<file path="config.mk">
export PLATFORM = sky130hd
export DESIGN_NAME = genius_seq_engine
export DESIGN_NICKNAME = d
export VERILOG_FILES = /design/src/rtl/genius_seq_engine.sv
export SDC_FILE = /design/constraint.sdc
export NUM_CORES = 1
export LEC_CHECK = 0
export CORE_MARGIN = 5
export CORE_UTILIZATION = 30
export CTS_CLUSTER_SIZE = 20
export DETAILED_ROUTE_END_ITERATION = 10
export GPL_ROUTABILITY_DRIVEN = 0
export PLACE_DENSITY = 0.5
export SLEW_MARGIN = 20
export SYNTH_ARGS = -nofsm -noshare
export SYNTH_HDL_FRONTEND = slang
export SYNTH_SLANG_ARGS = --single-unit
</file>
<file path="constraint.sdc">
create_clock -name clk -period 7.15 [get_ports clk]
set_input_delay 2.145 -clock clk [delete_from_list [all_inputs] [get_ports clk]]
set_output_delay 2.145 -clock clk [all_outputs]
set_load 0.005 [all_outputs]
</file>
<file path="src/rtl/genius_seq_engine.sv">
// -----------------------------------------------------------------------------
// genius_seq_engine
//
// Run-time generated Genius colour sequence. A free-running 16-bit Fibonacci
// LFSR supplies colour indices. Each round the stored sequence is played out on
// one-hot LEDs, and then the player's presses are checked step by step. A
// correct final press extends the sequence by one colour, up to DEPTH rounds.
//
// Optional feature macro: GENIUS_TIMEOUT_EN
//   When this macro is defined, INPUT gives up after TIMEOUT_CYCLES idle cycles
//   and moves to LOSE. When it is undefined, no timer is built.
//
// Ports:
//   clk           system clock, rising edge
//   rst_n         synchronous active-low reset
//   new_game      single-cycle start pulse. Accepted in every state and has
//                 the highest priority.
//   player_valid  single-cycle press strobe
//   player_color  one-hot pressed colour, qualified by player_valid
//   led_out       one-hot LED drive. All zero when the LEDs are dark.
//   round_len     current sequence length
//   busy          high during playback (PLAY_ON / PLAY_OFF)
//   wait_input    high while waiting for presses (INPUT)
//   step_ok       one-cycle pulse after each correct press
//   game_over     level, high in LOSE
//   game_win      level, high in WIN
//
// Handshake: player_valid/player_color have no ready signal. A strobe is
// consumed on the edge where it is sampled high, and only while the state is
// INPUT. In every other state the strobe is dropped.
// -----------------------------------------------------------------------------
module genius_seq_engine #(
  parameter int          N_COLORS       = 4,
  parameter int          DEPTH          = 16,
  parameter int          ON_CYCLES      = 8,
  parameter int          OFF_CYCLES     = 4,
  parameter logic [15:0] SEED           = 16'hACE1,
  parameter int          TIMEOUT_CYCLES = 64
) (
  input  logic                     clk,
  input  logic                     rst_n,
  input  logic                     new_game,
  input  logic                     player_valid,
  input  logic [N_COLORS-1:0]      player_color,
  output logic [N_COLORS-1:0]      led_out,
  output logic [$clog2(DEPTH):0]   round_len,
  output logic                     busy,
  output logic                     wait_input,
  output logic                     step_ok,
  output logic                     game_over,
  output logic                     game_win
);

  localparam int CW      = $clog2(N_COLORS);
  localparam int IW      = $clog2(DEPTH);
  localparam int RW      = IW + 1;
  localparam int CNT_MAX = (ON_CYCLES > OFF_CYCLES) ? ON_CYCLES : OFF_CYCLES;
  localparam int NW      = $clog2(CNT_MAX + 1);

  localparam logic [NW-1:0] ON_LAST  = NW'(ON_CYCLES - 1);
  localparam logic [NW-1:0] OFF_LAST = NW'(OFF_CYCLES - 1);
  localparam logic [NW-1:0] CNT_ONE  = NW'(1);
  localparam logic [IW-1:0] IDX_ONE  = IW'(1);
  localparam logic [RW-1:0] LEN_ONE  = RW'(1);
  localparam logic [RW-1:0] LEN_MAX  = RW'(DEPTH);

  // Parameter legality is checked at elaboration time.
  if (N_COLORS < 2 || N_COLORS > 8 || (N_COLORS & (N_COLORS - 1)) != 0 ||
      DEPTH < 2 || DEPTH > 64 || ON_CYCLES < 1 || OFF_CYCLES < 1 ||
      SEED == 16'h0000 || TIMEOUT_CYCLES < 1) begin : g_bad_params
    $error("genius_seq_engine: illegal parameter value");
  end

  typedef enum logic [2:0] {
    S_IDLE     = 3'd0,
    S_PLAY_ON  = 3'd1,
    S_PLAY_OFF = 3'd2,
    S_INPUT    = 3'd3,
    S_GAP      = 3'd4,
    S_LOSE     = 3'd5,
    S_WIN      = 3'd6
  } state_t;

  state_t          state;
  logic [15:0]     lfsr;
  logic [CW-1:0]   seq [DEPTH];
  logic [IW-1:0]   idx;
  logic [NW-1:0]   cnt;

`ifdef GENIUS_TIMEOUT_EN
  localparam int            TW       = $clog2(TIMEOUT_CYCLES + 1);
  localparam logic [TW-1:0] TO_LAST  = TW'(TIMEOUT_CYCLES - 1);
  localparam logic [TW-1:0] TMR_ONE  = TW'(1);
  logic [TW-1:0] timer;
`endif

  // The LFSR uses taps 16,14,13,11. Bit 15 is the oldest bit.
  logic          lfsr_fb;
  logic [CW-1:0] new_color;
  logic [CW-1:0] cur_color;
  logic [N_COLORS-1:0] cur_onehot;
  logic          is_last;
  logic          at_depth;

  assign lfsr_fb   = lfsr[15] ^ lfsr[13] ^ lfsr[12] ^ lfsr[10];
  assign new_color = lfsr[CW-1:0];
  assign cur_color = seq[idx];
  assign is_last   = (({1'b0, idx} + LEN_ONE) == round_len);
  assign at_depth  = (round_len == LEN_MAX);

  always_comb begin
    cur_onehot            = '0;
    cur_onehot[cur_color] = 1'b1;
  end

  // All outputs here are decoded from registers only. No input reaches them
  // combinationally.
  always_comb begin
    led_out    = (state == S_PLAY_ON) ? cur_onehot : '0;
    busy       = (state == S_PLAY_ON) || (state == S_PLAY_OFF);
    wait_input = (state == S_INPUT);
    game_over  = (state == S_LOSE);
    game_win   = (state == S_WIN);
  end

  // The sequence array is deliberately left out of reset. Its entries are
  // always written before they are read.
  always_ff @(posedge clk) begin
    if (!rst_n) begin
      state     <= S_IDLE;
      lfsr      <= SEED;
      round_len <= '0;
      idx       <= '0;
      cnt       <= '0;
      step_ok   <= 1'b0;
`ifdef GENIUS_TIMEOUT_EN
      timer     <= '0;
`endif
    end else begin
      lfsr    <= {lfsr[14:0], lfsr_fb};
      step_ok <= 1'b0;
      if (new_game) begin
        seq[0]    <= new_color;
        round_len <= LEN_ONE;
        idx       <= '0;
        cnt       <= '0;
        state     <= S_PLAY_ON;
      end else begin
        case (state)
          S_PLAY_ON: begin
            if (cnt == ON_LAST) begin
              cnt   <= '0;
              state <= S_PLAY_OFF;
            end else begin
              cnt <= cnt + CNT_ONE;
            end
          end
          S_PLAY_OFF: begin
            if (cnt == OFF_LAST) begin
              cnt <= '0;
              if (!is_last) begin
                idx   <= idx + IDX_ONE;
                state <= S_PLAY_ON;
              end else begin
                idx   <= '0;
                state <= S_INPUT;
`ifdef GENIUS_TIMEOUT_EN
                timer <= '0;
`endif
              end
            end else begin
              cnt <= cnt + CNT_ONE;
            end
          end
          S_INPUT: begin
            if (player_valid) begin
`ifdef GENIUS_TIMEOUT_EN
              timer <= '0;
`endif
              // A zero or multi-bit colour can never equal the one-hot
              // expected value, so such a press falls through to LOSE.
              if (player_color == cur_onehot) begin
                step_ok <= 1'b1;
                if (!is_last) begin
                  idx <= idx + IDX_ONE;
                end else if (at_depth) begin
                  state <= S_WIN;
                end else begin
                  // Here round_len < DEPTH, so the write index stays in range.
                  seq[round_len[IW-1:0]] <= new_color;
                  round_len <= round_len + LEN_ONE;
                  idx       <= '0;
                  cnt       <= '0;
                  state     <= S_GAP;
                end
              end else begin
                state <= S_LOSE;
              end
            end
`ifdef GENIUS_TIMEOUT_EN
            else if (timer == TO_LAST) begin
              state <= S_LOSE;
            end else begin
              timer <= timer + TMR_ONE;
            end
`endif
          end
          S_GAP: begin
            if (cnt == OFF_LAST) begin
              cnt   <= '0;
              idx   <= '0;
              state <= S_PLAY_ON;
            end else begin
              cnt <= cnt + CNT_ONE;
            end
          end
          S_IDLE, S_LOSE, S_WIN: begin
            state <= state;
          end
          default: begin
            state <= S_IDLE;
          end
        endcase
      end
    end
  end

endmodule

</file>
==> metrics <==
Rows=38; WP data required=5.01 ns; area of the multi-input gates=1546 um2; crit-path max FO=12; average size of a mapped cell=10.49 um2; Final setup violation count=0; dpl hpwl=5.392 mm; hold slack final=0.4013 ns; Layout Cells excl Fill=484; async set-reset flop share out of synthesis=0; CTS resizes=0; Layout Nets=351; first-pass GRT wire length=12.01 mm; Yosys top cell by area=edfxtp_1; GRT Util Overall=0.1161; clock slew at reported path FFs=0.06 ns; sequential share of power=0.466; die width=116.0 um; top cell type's share of synthesized area=0.2853; reg2reg setup slack=3.04 ns; Syn Std Cell Area=3368 um2; Initial Util=0.3080; Die ar.=13,450 um2; Int Power=0.7380 mW; Lkg Pwr=1.345 nW; CTS buffer count=9; ys flop type=dfxtp_1; Area contributors post-synth=edfxtp_1, dfxtp_1, mux2i_1; drt pass-1 iters=4; fin crit share=0.7246; core box area=10,940 um2; number of synthesized flops with an enable pin=32; cell count after synthesis=321; Post-Syn Nets=333; clock skew=0.007468 ns; switching portion of total power=0.2160; via count=2,462; share of the yosys chip area belonging to registers=0.5052; per-cell routed wire length=15.53 um; clk_lat worst skew=0.33 ns; total gr overflow=0; I/O Pins=22; layout cells sized above 1=0.07849; remaining antenna violation count=0; pre-CTS WS=2.196 ns; YS warnings=0; Worst VDD drop=0.0001369 V; CP endpoint kind=output pin; final max-slew violation count=0; Root Buffer=clkbuf_16; NetSw=0.2034 mW; Arrival @ worst endpoint=3.04 ns; setup TNS=0 ns; Sequential cell area=1702 um2; pin count of the biggest net entering global routing=22; Residual DRC=0; setup ws final=1.969 ns; hold_buf cts=0; Setup Fix Bufs, Post-CTS=0; Logic pwr share=0.042; Crit Path Class=register to output pin; vias per cell=5.087; vias in the first global route=2,270; CTS sink count=69; RSZ-0062 raised after global routing=false; Placed Cells=468; PwrDens=235.1 nW/um2; filler instances=1,106; Slew Limit Headroom=0.4096; Final Hold Viols=0; Clock Tree Buf Depth=2; DRT iter0 DRCs=228; Clock Power Share=0.492; worst-margin pin slew=0.8828 ns; initial antenna violation count=0; Synth cell types=53; CTS tree=yes; Max-cap violations=0; Ant. Diodes=0; Tmin final=5.181 ns; HP Class=register to register; routed wire length=7.515 mm; Max Fclk=0.1930 GHz; P&R area growth vs syn=18.87%; Die H=116.0 um; Seq cells post-synth=69; outcome=finished clean; top-count cell post-synth=dfxtp_1; Critical Path Source Type=register; htree depth=3; synth cell count leaders=dfxtp_1, edfxtp_1, nor2_1, nand2_1; port bufs=21
## critical path, stage by stage (launching register included)
cell,delay (ns)
dfxtp_1,0.70
mux4_1,0.65
mux4_2,0.55
nand2b_1,0.19
nor2_1,0.11
clkdlybuf4s50_1,0.50
## flip-flops by register name (all words and copies together) (netlist names), named ones only
register and flops:
step_ok 1, seq 32, state 3, idx 4, cnt 4, round_len 5
lfsr 16
## final cells by class
| cell class | count | area share |
|---|---|---|
| Clock buffer | 11 | 0.06312 |
| Clock inverter | 5 | 0.01625 |
| Inverter | 14 | 0.01313 |
| Multi-Input combinational cell | 224 | 0.3862 |
| Sequential cell | 69 | 0.4250 |
| Tap cell | 140 | 0.04375 |
| Timing Repair Buffer | 21 | 0.05250 |
## power by group through the flow
stage | Sequential, mW | Clock (mW) | Combinational (mW)
global placement | 0.448 | 0 | 0.0397
CTS | 0.439 | 0.473 | 0.0403
global route | 0.441 | 0.492 | 0.0451
floorplan | 0.441 | 0 | 0.0267
detailed placement | 0.448 | 0 | 0.0400
finish | 0.439 | 0.463 | 0.0399
## logic make-up after synthesis
| kind of cell | count (synthesis) | synth area share |
|---|---|---|
| compound gates | 60 | 0.1330 |
| xor+xnor | 9 | 0.02340 |
| fa+ha+maj | 4 | 0.01486 |
| buf+inv | 28 | 0.03566 |
| flops | 69 | 0.5052 |
| mux | 18 | 0.07429 |
| simple gates | 133 | 0.2136 |
## final timing paths
check / from / endpoint / cells after the start
min reg2reg: lfsr[4] / lfsr[5] / 1
min: lfsr[4] / lfsr[5] / 1
max reg2reg: register / seq[11][0] / 8
max: register / led_out[2] / 5
## cell usage in the layout, fill, tap and decap left out, types with 3 or more instances in the layout
master	netlist	final
dfxtp_1	37	37
clkdlybuf4s50_1	0	21
clkbuf_16	0	9
or3_1	8	8
a21oi_1	11	11
edfxtp_1	32	32
nor2b_1	3	3
and2_1	10	10
nand2b_1	12	12
nand3_1	11	11
ha_1	4	4
nand2_1	21	21
o21a_1	4	4
a31oi_1	3	3
and3_1	5	5
mux2i_1	13	13
xor2_1	4	4
o211ai_1	3	3
nand4_1	5	5
a221oi_1	4	4
mux4_2	3	3
o21ai_0	14	14
inv_6	0	3
xnor2_1	5	5
nor3_1	11	11
inv_1	14	14
nand3b_1	6	6
nor2_1	30	30
## per-layer routing
metal	global-route usage	part of all wire
met5	0	0
met4	0.04176	0.013
met3	0.03029	0.050
met1	0.1733	0.52
met2	0.1607	0.42
## per-stage QoR
step	power [mW]	area, um2	utilization
floorplan	0.4677	3368	-
global placement	0.4874	3686	0.3371
detailed placement	0.4879	3686	0.3371
CTS	0.9530	4004	0.3661
global route	0.9777	4004	0.3661
finish	0.9414	4004	0.3661
Power figures use the tool's default switching activity.
